$ cat src/rtl/hazard_pkg.sv
// Shared types and stage-control encodings for the pipeline hazard controller.
// fs_t: bit0 = stall (hold), bit1 = flush (insert NOP); 2'b11 is never produced.
package hazard_pkg;

  typedef logic [1:0] fs_t;

  localparam fs_t FS_NONE  = 2'b00;
  localparam fs_t FS_STALL = 2'b01;
  localparam fs_t FS_FLUSH = 2'b10;

  typedef enum logic {
    RUN,
    REDIR_WAIT
  } ctrl_state_t;

endpackage

$ cat src/rtl/pipeline_hazard_ctrl_load_use_detector.sv
// Flags a load in EX whose destination is read by the instruction in ID.
// x0 never creates a dependency.
module load_use_detector #(
  parameter int REG_ADDR_WIDTH = 5
) (
  input  logic                      ex_mem_read_i,
  input  logic [REG_ADDR_WIDTH-1:0] ex_rd_i,
  input  logic [REG_ADDR_WIDTH-1:0] id_rs1_i,
  input  logic [REG_ADDR_WIDTH-1:0] id_rs2_i,
  input  logic                      id_use_rs1_i,
  input  logic                      id_use_rs2_i,
  output logic                      load_use_o
);

  logic rs1_hit;
  logic rs2_hit;

  assign rs1_hit    = id_use_rs1_i && (id_rs1_i == ex_rd_i);
  assign rs2_hit    = id_use_rs2_i && (id_rs2_i == ex_rd_i);
  assign load_use_o = ex_mem_read_i && (ex_rd_i != '0) && (rs1_hit || rs2_hit);

endmodule

$ cat src/rtl/pipeline_hazard_ctrl.sv
// Hazard/sequencing controller for the 5-stage RV32 pipeline: stage flush/stall and PC redirect.
// Optional performance counters are built when HAZARD_PERF_EN is defined.
module pipeline_hazard_ctrl
  import hazard_pkg::*;
#(
  parameter int                    ADDR_WIDTH     = 32,
  parameter int                    REG_ADDR_WIDTH = 5,
  parameter logic [ADDR_WIDTH-1:0] PC_ADDR        = 32'h8000_0000
) (
  input  logic                      clk,
  input  logic                      reset,
  input  logic                      if_busy,
  input  logic                      mem_busy,
  input  logic                      ex_redirect,
  input  logic [ADDR_WIDTH-1:0]     ex_target,
  input  logic                      ex_mem_read,
  input  logic [REG_ADDR_WIDTH-1:0] ex_rd,
  input  logic [REG_ADDR_WIDTH-1:0] id_rs1,
  input  logic [REG_ADDR_WIDTH-1:0] id_rs2,
  input  logic                      id_use_rs1,
  input  logic                      id_use_rs2,
  output logic [1:0]                pc_fs,
  output logic [1:0]                ifid_fs,
  output logic [1:0]                idex_fs,
  output logic [1:0]                exmem_fs,
  output logic [1:0]                memwb_fs,
  output logic                      pc_load,
  output logic [ADDR_WIDTH-1:0]     pc_target,
  output logic [31:0]               perf_stall_cycles,
  output logic [31:0]               perf_redirects
);

  ctrl_state_t           state_q, state_d;
  logic [ADDR_WIDTH-1:0] tgt_q, tgt_d;
  logic                  load_use;

  load_use_detector #(
    .REG_ADDR_WIDTH(REG_ADDR_WIDTH)
  ) u_load_use (
    .ex_mem_read_i(ex_mem_read),
    .ex_rd_i      (ex_rd),
    .id_rs1_i     (id_rs1),
    .id_rs2_i     (id_rs2),
    .id_use_rs1_i (id_use_rs1),
    .id_use_rs2_i (id_use_rs2),
    .load_use_o   (load_use)
  );

  always_ff @(posedge clk) begin
    if (reset) begin
      state_q <= RUN;
      tgt_q   <= PC_ADDR;
    end else begin
      state_q <= state_d;
      tgt_q   <= tgt_d;
    end
  end

  // The held target only drives the PC while waiting out a stale fetch.
  assign pc_target = (state_q == REDIR_WAIT) ? tgt_q : ex_target;

  always_comb begin
    pc_fs    = FS_NONE;
    ifid_fs  = FS_NONE;
    idex_fs  = FS_NONE;
    exmem_fs = FS_NONE;
    memwb_fs = FS_NONE;
    pc_load  = 1'b0;
    state_d  = state_q;
    tgt_d    = tgt_q;

    if (reset) begin
      ifid_fs  = FS_FLUSH;
      idex_fs  = FS_FLUSH;
      exmem_fs = FS_FLUSH;
      memwb_fs = FS_FLUSH;
    end else begin
      case (state_q)
        RUN: begin
          if (mem_busy) begin
            // A pending branch stays in EX and is re-presented after the wait.
            pc_fs    = FS_STALL;
            ifid_fs  = FS_STALL;
            idex_fs  = FS_STALL;
            exmem_fs = FS_STALL;
            memwb_fs = FS_FLUSH;
          end else if (ex_redirect && !if_busy) begin
            pc_load = 1'b1;
            ifid_fs = FS_FLUSH;
            idex_fs = FS_FLUSH;
          end else if (ex_redirect) begin
            tgt_d   = ex_target;
            state_d = REDIR_WAIT;
            pc_fs   = FS_STALL;
            ifid_fs = FS_FLUSH;
            idex_fs = FS_FLUSH;
          end else if (load_use) begin
            pc_fs   = FS_STALL;
            ifid_fs = FS_STALL;
            idex_fs = FS_FLUSH;
          end else if (if_busy) begin
            pc_fs   = FS_STALL;
            ifid_fs = FS_FLUSH;
          end
        end

        REDIR_WAIT: begin
          ifid_fs = FS_FLUSH;
          if (mem_busy) begin
            pc_fs    = FS_STALL;
            idex_fs  = FS_STALL;
            exmem_fs = FS_STALL;
            memwb_fs = FS_FLUSH;
          end else if (if_busy) begin
            pc_fs = FS_STALL;
          end else begin
            pc_load = 1'b1;
            state_d = RUN;
          end
        end

        default: state_d = RUN;
      endcase
    end
  end

`ifdef HAZARD_PERF_EN
  logic [31:0] stall_cnt_q;
  logic [31:0] redir_cnt_q;

  always_ff @(posedge clk) begin
    if (reset) begin
      stall_cnt_q <= '0;
      redir_cnt_q <= '0;
    end else begin
      if (pc_fs[0]) stall_cnt_q <= stall_cnt_q + 32'd1;
      if (pc_load)  redir_cnt_q <= redir_cnt_q + 32'd1;
    end
  end

  assign perf_stall_cycles = stall_cnt_q;
  assign perf_redirects    = redir_cnt_q;
`else
  assign perf_stall_cycles = '0;
  assign perf_redirects    = '0;
`endif

endmodule

$ cat config.mk
export PLATFORM = sky130hd
export DESIGN_NAME = pipeline_hazard_ctrl
export DESIGN_NICKNAME = d
export VERILOG_FILES = /design/src/rtl/hazard_pkg.sv /design/src/rtl/pipeline_hazard_ctrl_load_use_detector.sv /design/src/rtl/pipeline_hazard_ctrl.sv
export SDC_FILE = /design/constraint.sdc
export NUM_CORES = 1
export LEC_CHECK = 0
export ABC_AREA = 1
export BUFFER_PORTS_ARGS = -buffer_cell sky130_fd_sc_hd__buf_2
export CAP_MARGIN = 20
export CORE_ASPECT_RATIO = 0.7
export CORE_MARGIN = 2
export CORE_UTILIZATION = 35
export DETAILED_ROUTE_END_ITERATION = 7
export HOLD_SLACK_MARGIN = 0.03
export PLACE_DENSITY = 0.66
export SKIP_LAST_GASP = 1
export SYNTH_ARGS = -nofsm -noshare
export SYNTH_HDL_FRONTEND = slang
export SYNTH_SLANG_ARGS = --single-unit
$ cat constraint.sdc
create_clock -name clk -period 2.38 [get_ports clk]
set_input_delay 0.476 -clock clk [delete_from_list [all_inputs] [get_ports clk]]
set_output_delay 0.476 -clock clk [all_outputs]
set_load 0.05 [all_outputs]
==> results.md, run 1 <==
- # rows: 25
- Max VDD drop: 0.0002794 V
- Clk buf depth: 2
- Routed WL: 4.984 mm
- Synth Area per Inst: 6.682 µm²
- Setup ws final: 0.2796 ns
- Final std cells w/o fill: 540
- Register area: 660.6 µm²
- Routed WL per cell: 9.230 µm
- Hold Fails Final Rpt: 0
- Crit-path max FO: 24
- DIE HEIGHT: 73.17 µm
- Final Cycle Share: 88.25%
- RSZ-0062 raised after global routing: no
- Share of layout cells above drive strength 1: 27.80%
- Total Power: 1.798 mW
- GRT Resource Usage Total: 13.47%
- Number of global-route vias before repair: 1,847
- Vias: 2,158
- YS warnings: 0
- Yosys cell types: 24
- Cell taking the most area after synthesis: dfxtp_1
- WS Path Type: reg -> out
- Nets: 500
- CTS H-tree depth: 2
- DRC: 0
- Slew Limit Fails: 0
- CTS clock-pin slew for the worst setup and hold paths: 0.07 ns
- Crit path DAT: 1.62 ns
- LEAKAGE: 1.473 nW
- Status: complete, no violations
- CTS tree: yes
- CP startpoint kind: flop
- Hold-fix buffers at CTS: 0
- Synth Cell Area: 0.002392 mm²
- Sequential fraction of the synthesis area: 27.62%
- Area occupied by multi-input gates: 0.001160 mm²
- Largest net degree at the start of global routing: 36
- DRT antenna net count: 0
- Setup WS pre-CTS: 0.3541 ns
- DP HPWL: 3.917 mm
- Ranking of synthesized cells by area: dfxtp_1 28%, buf_4 21%, nand2_1 11%, o21ai_1 9.8%, inv_1 6.9%
- Count of TritonRoute iterations in the first routing pass: 4
- Num CTS Buffers: 5
- # setup viols final: 0
- IO Pins: 162
- Root Driver: clkbuf_8
- Initial Utilization: 35.74%
- Area grow syn2layout: 15.90%
- Cells after synthesis: 358
- Highest clock rate: 0.4761 GHz
- CP required: 1.90 ns
- Top cell type's share of synthesized area: 27.62%
- Core area: 0.006694 mm²
- Worst skew pair latency: 0.28 ns
- IO buf count: 95
- Antenna violations before repair: 0
- Setup TNS: 0 ns
- TritonCTS sink count: 33
- Post-CTS Resized: 0
- Period minus WS final: 2.100 ns
- MaxCap Viol Count: 0
- Synthesis-stage register bit count: 33
- Setup Skew: 0.004058 ns
- Pwr Density: 648.6 mW/mm²
- DR iter-0 viols: 104
- Min-delay worst type: reg -> reg
- GPL Wtd Cong: 1.032
- Setup Buffers After CTS: 0
- Fill count: 738
- Total congestion overflow: 0
- First-pass GRT wire length: 8.017 mm
- Vias/cell: 3.996
- DIE WIDTH: 102.8 µm
- Inst Count DP: 532
- Crit. End Element: output pin
- Antenna cells: 0
- Die ar.: 0.007523 mm²
-- layer usage --
layer / track usage (%) / vias up / routed length, µm
met1: 16.83 / 900 / 2264
met2: 22.29 / 93 / 2229
met3: 4.693 / 3 / 475
met5: 0 / - / 0
met4: 3.509 / 0 / 15
li1: - / 1162 / -
-- cells in the mapped netlist (all sizes together) --
library cell and n:
o21bai 1, nand2 71, a21oi 33, nor2 12, a211oi 1, buf 82, inv 50, conb 1
clkbuf 2, o21ai 65, dfxtp 33, nand4 2, nand3 5
-- layout by cell type, fill, tap and decap left out, drive strengths merged --
cell type	instances
buf	99
nand2	71
conb	66
o21ai	65
inv	50
dfxtp	33
a21oi	33
nor2	12
clkbuf	7
nand3	5
nand4	2
o21bai	1
a211oi	1
bufinv	1
-- through the flow --
stage	cell area (µm²)	hold WS [ns]	utilization [%]
after floorplan	2641	0.4248	-
final	2773	0.4463	41.42
after global routing	2773	0.4730	41.42
after global placement	2656	0.4335	39.68
after CTS	2773	0.4523	41.42
after detailed placement	2656	0.4414	39.68
-- layout make-up --
class / instances / share of cell area (%)
sequential: 33 / 23.83
clock buffer: 7 / 3.114
timing repair buffer: 99 / 19.13
clock inverter: 1 / 1.083
inverter: 50 / 6.769
multi-input combinational: 256 / 41.83
tap: 94 / 4.242
-- cells by family after synthesis --
logic type             Yosys count  share of synthesized area (%)
and+or+nand+nor                 90                          15.85
buffers and inverters          134                          34.31
AOI/OAI and AO/OA              100                          22.07
other                            1                         0.1568
DFF                             33                          27.61
-- power by group --
part	internal (mW)	total, mW	switching (mW)
Clock	0.341	0.532	0.191
Sequential	0.582	0.590	0.00778
Combinational	0.126	0.677	0.550
-- registers in the layout, indices dropped and copies added (netlist names) --
register	flops
tgt_q	32
state_q	1
-- path summary, 6_finish.rpt --
| check | cells past startpoint | slack (ns) | start | to |
|---|---|---|---|---|
| worst min-delay path | 2 | 0.45 | tgt_q[28] | tgt_q[28] |
| worst max register to register | 5 | 0.87 | state_q | tgt_q[6] |
| worst min register to register | 2 | 0.45 | tgt_q[28] | tgt_q[28] |
| worst max-delay path | 4 | 0.28 | state_q | pc_load |
-- critical path: stages (launching register included) --
cell and delay [ns]:
dfxtp_1 0.43, inv_2 0.20, buf_12 0.21, a211oi_2 0.21, buf_2 0.29
Power figures use the tool's default switching activity.
==> inputs of run 2 (changes only) <==
CTS_BUF_LIST = sky130_fd_sc_hd__clkbuf_16   (was default)
GPL_TIMING_DRIVEN = 0   (was default)
PLACE_DENSITY = 0.69   (was 0.66)
==> results.md, run 2 (synthesis gave the netlist of run 1 again) <==
- Status: complete, no violations
- Setup crit end: pc_target[16]
- Antenna cells: 0
- Crit. End Element: output pin
- DIE HEIGHT: 73.17 µm
- Highest clock rate: 0.4706 GHz
- Largest net degree at the start of global routing: 11
- MaxCap Viol Count: 0
- Worst r2r src: state_q
- IO buf count: 95
- Root Driver: clkbuf_16
- Vias: 2,479
- CP Launch Point: state_q
- Routed WL per cell: 9.852 µm
- Antenna violations before repair: 0
- Fill count: 688
- Period minus WS final: 2.125 ns
- Count of TritonRoute iterations in the first routing pass: 4
- CTS H-tree depth: 2
- Setup Skew: 0.004349 ns
- Final Cycle Share: 89.29%
- CTS tree: yes
- Slew Limit Fails: 0
- Number of flip-flops under the largest register name: 32
- Vias/cell: 3.998
- R2R Setup Slk: 1.22 ns
- Total congestion overflow: 0
- DRC: 0
- Setup Buffers After CTS: 0
- Min-delay worst type: reg -> reg
- # rows: 25
- Area grow syn2layout: 40.95%
- DR iter-0 viols: 88
- Initial Utilization: 35.74%
- R2R depth: 5
- LEAKAGE: 1.891 nW
- # setup viols final: 0
- CP startpoint kind: flop
- DIE WIDTH: 102.8 µm
- Nets: 580
- Post-CTS Resized: 0
- R2r endpoint: tgt_q[12]
- CP required: 1.90 ns
- Die ar.: 0.007523 mm²
- Routed WL: 6.108 mm
- GPL Wtd Cong: 0.8176
- Worst skew pair latency: 0.28 ns
- Hold-fix buffers at CTS: 0
- Crit-path max FO: 10
- Biggest regs: tgt_q (32), state_q (1)
- Crit path DAT: 1.65 ns
- GRT Resource Usage Total: 16.12%
- Clk buf depth: 2
- IO Pins: 162
- Top reg by flops: tgt_q
- CTS clock-pin slew for the worst setup and hold paths: 0.05 ns
- Commonest non-fill, non-tap cell in the layout: buf_2
- Setup TNS: 0 ns
- Number of global-route vias before repair: 2,202
- First-pass GRT wire length: 9.542 mm
- DP HPWL: 4.980 mm
- Max VDD drop: 0.0003208 V
- RSZ-0062 raised after global routing: no
- Most frequent cells in the layout: 102 x buf_2, 69 x nand2_1, 68 x buf_4, 66 x conb_1, 47 x o21ai_1
- WS Path Type: reg -> out
- Core area: 0.006694 mm²
- TritonCTS sink count: 33
- Share of layout cells above drive strength 1: 38.40%
- Fin util: 50.37%
- Pwr Density: 586.0 mW/mm²
- Num CTS Buffers: 5
- DRT antenna net count: 0
- Hold Fails Final Rpt: 0
run 2: cell types whose count changed in the layout (fill, tap and decap cells not counted):
cell       before  now
clkinv_2        0    1
buf_6           0    7
buf_12          2    0
clkinv_1        0    2
bufinv_16       1    0
clkbuf_2        0    1
clkbuf_8        6    0
buf_2          95  102
clkbuf_16       0    5
buf_4           2   68
run 2: layer usage:
metal | wire length (µm) | vias to the layer above | global-route usage, %
li1 | - | 1324 | -
met5 | 0 | - | 0
met3 | 398 | 15 | 4.023
met2 | 2836 | 89 | 26.58
met4 | 138 | 0 | 6.287
met1 | 2734 | 1051 | 20.35
run 2: worst min-delay path by stage:
stage	start	end	slack, ns	cells after the start
CTS	tgt_q[28]	tgt_q[28]	0.45	2
global placement	tgt_q[23]	tgt_q[23]	0.43	2
floorplan	tgt_q[23]	tgt_q[23]	0.42	2
detailed placement	tgt_q[28]	tgt_q[28]	0.44	2
finish	tgt_q[28]	tgt_q[28]	0.45	2
global route	tgt_q[23]	tgt_q[23]	0.46	2
run 2: per-stage QoR:
step / hold WS, ns / instance area, µm² / worst slack [ns] / std cells / total power, mW
floorplan: 0.4248 / 2641 / 0.07685 / 423 / 1.239
global placement: 0.4344 / 3234 / 0.3976 / 612 / 1.373
detailed placement: 0.4378 / 3234 / 0.3752 / 612 / 1.380
CTS: 0.4464 / 3372 / 0.2547 / 620 / 1.984
global route: 0.4568 / 3372 / 0.1524 / 620 / 2.073
finish: 0.4461 / 3372 / 0.2550 / 620 / 1.976
run 2: final cells by class:
| class | count | area [µm²] | area share [%] |
|---|---|---|---|
| Multi-Input combinational cell | 256 | 1160 | 34.40 |
| Sequential cell | 33 | 660.6 | 19.59 |
| Buffer | 84 | 633.1 | 18.78 |
| Timing Repair Buffer | 95 | 475.5 | 14.10 |
| Inverter | 50 | 187.7 | 5.566 |
| Clock buffer | 5 | 125.1 | 3.711 |
| Tap cell | 94 | 117.6 | 3.488 |
| Clock inverter | 3 | 12.51 | 0.3711 |
run 2: where the power goes:
group / leakage, nW / internal, mW / switching, mW / total [mW]
clock network: 0.0687 / 0.378 / 0.225 / 0.602
logic: 1.55 / 0.209 / 0.574 / 0.783
registers: 0.270 / 0.583 / 0.00795 / 0.591
run 2: worst max-delay path, cell delays in order (launching register included):
cell and delay, ns:
dfxtp_1 0.36, inv_2 0.07, buf_2 0.21, buf_2 0.26
nand2_1 0.08, o21ai_1 0.10, buf_2 0.30
==> inputs of run 3 (changes only) <==
CORE_UTILIZATION = 46   (was 35)
PLACE_DENSITY = 0.87   (was 0.69)
==> results.md, run 3 (synthesis gave the netlist of run 1 again) <==
- Inst Count DP: 587
- Crit. End Element: output pin
- Fin util: 68.87%
- CTS clock-pin slew for the worst setup and hold paths: 0.05 ns
- Antenna cells: 0
- Fill count: 433
- Initial Utilization: 48.95%
- Core area: 0.004887 mm²
- Slew Limit Fails: 0
- Hold depth: 2
- R2R Setup Slk: 1.19 ns
- Setup Skew: 0.004761 ns
- First-pass GRT wire length: 10.16 mm
- RSZ-0062 raised after global routing: no
- Final std cells w/o fill: 595
- # rows: 21
- IO buf count: 95
- Vias/cell: 4.155
- R2R depth: 5
- Die ar.: 0.005803 mm²
- Nets: 580
- Period minus WS final: 2.135 ns
- DRC: 0
- Min-delay worst type: reg -> reg
- Root Driver: clkbuf_16
- Share of layout cells above drive strength 1: 38.40%
- Routed WL: 6.092 mm
- Setup WS pre-CTS: 0.3903 ns
- Worst hold slack: 0.4457 ns
- Crit path DAT: 1.66 ns
- DIE WIDTH: 90.20 µm
- Max VDD drop: 0.0003831 V
- GRT Resource Usage Total: 21.02%
- Total Power: 2.085 mW
- Setup TNS: 0 ns
- Setup ws final: 0.2453 ns
- Most frequent cells in the layout: 102 x buf_2, 69 x nand2_1, 68 x buf_4, 66 x conb_1, 47 x o21ai_1
- Area grow syn2layout: 40.69%
- Hold-fix buffers at CTS: 0
- DR iter-0 viols: 107
- Commonest non-fill, non-tap cell in the layout: buf_2
- Top reg by flops: tgt_q
- DP HPWL: 4.858 mm
- MaxCap Viol Count: 0
- WS Path Type: reg -> out
- CTS tree: yes
- IO Pins: 162
- Hold path startpoint: tgt_q[10]
- Post-CTS Resized: 0
- Final Cell Area: 0.003366 mm²
- Number of flip-flops under the largest register name: 32
- Hold Fails Final Rpt: 0
- # setup viols final: 0
- Setup Buffers After CTS: 0
- Routed WL per cell: 10.24 µm
- Biggest regs: tgt_q (32), state_q (1)
- Worst r2r src: state_q
- CP startpoint kind: flop
- Vias: 2,472
- CTS H-tree depth: 2
- R2r endpoint: tgt_q[14]
- DRT antenna net count: 0
- Total congestion overflow: 0
- Worst hold endpoint: tgt_q[10]
- CP required: 1.90 ns
- Clk buf depth: 2
- Count of TritonRoute iterations in the first routing pass: 4
- DIE HEIGHT: 64.34 µm
- TritonCTS sink count: 33
- Crit-path max FO: 10
- Final Cycle Share: 89.69%
- GPL Wtd Cong: 0.8934
- Antenna violations before repair: 0
- Status: complete, no violations
- LEAKAGE: 1.905 nW
- Highest clock rate: 0.4684 GHz
- Largest net degree at the start of global routing: 11
- Pwr Density: 619.3 mW/mm²
- Area after DPL: 0.003203 mm²
- Number of global-route vias before repair: 2,308
- Num CTS Buffers: 5
- Worst skew pair latency: 0.27 ns
==> run 3: cell types whose count changed in the layout (fill, tap and decap cells not counted) <==
cell       before  now
bufinv_16       0    1
clkinv_1        2    1
inv_1          44   45
clkinv_2        1    0
==> run 3: where the power goes <==
group          total, mW  switching, mW  internal [mW]
registers          0.591        0.00825          0.583
logic              0.785          0.576          0.209
clock network      0.708          0.223          0.486
total               2.08          0.807           1.28
==> run 3: layout make-up <==
| cell class | instances | area, µm² | share of cell area (%) |
|---|---|---|---|
| Buffer | 84 | 633.1 | 18.81 |
| Clock buffer | 5 | 125.1 | 3.717 |
| Clock inverter | 3 | 37.54 | 1.115 |
| Inverter | 50 | 187.7 | 5.576 |
| Multi-Input combinational cell | 256 | 1160 | 34.46 |
| Sequential cell | 33 | 660.6 | 19.63 |
| Tap cell | 69 | 86.33 | 2.565 |
| Timing Repair Buffer | 95 | 475.5 | 14.13 |
==> run 3: routing by layer <==
| metal | vias up | part of all wire (%) | GRT usage (%) | wire (µm) |
|---|---|---|---|---|
| li1 | 1327 | - | - | - |
| met1 | 1056 | 44 | 26.04 | 2656 |
| met2 | 87 | 48 | 37.59 | 2935 |
| met3 | 2 | 7.9 | 5.071 | 481 |
| met4 | 0 | 0.31 | 4.038 | 19 |
| met5 | - | 0 | 0 | 0 |
==> run 3: worst max-delay path by stage <==
stage / start / end / slack, ns / depth (start not counted)
2_1_floorplan: state_q / pc_target[10] / 0.08 / 4
3_3_place_gp: ex_rd[1] / idex_fs[1] / 0.41 / 12
3_5_place_dp: ex_rd[1] / idex_fs[1] / 0.39 / 12
4_1_cts: state_q / pc_target[14] / 0.26 / 6
5_1_grt: state_q / pc_target[14] / 0.10 / 6
6_report: state_q / pc_target[15] / 0.25 / 6
==> run 3: worst max-delay path: stages, from the launching register on <==
cell	delay (ns)
dfxtp_1	0.37
inv_2	0.07
buf_2	0.21
buf_2	0.28
nand2_1	0.09
o21ai_1	0.08
buf_2	0.28
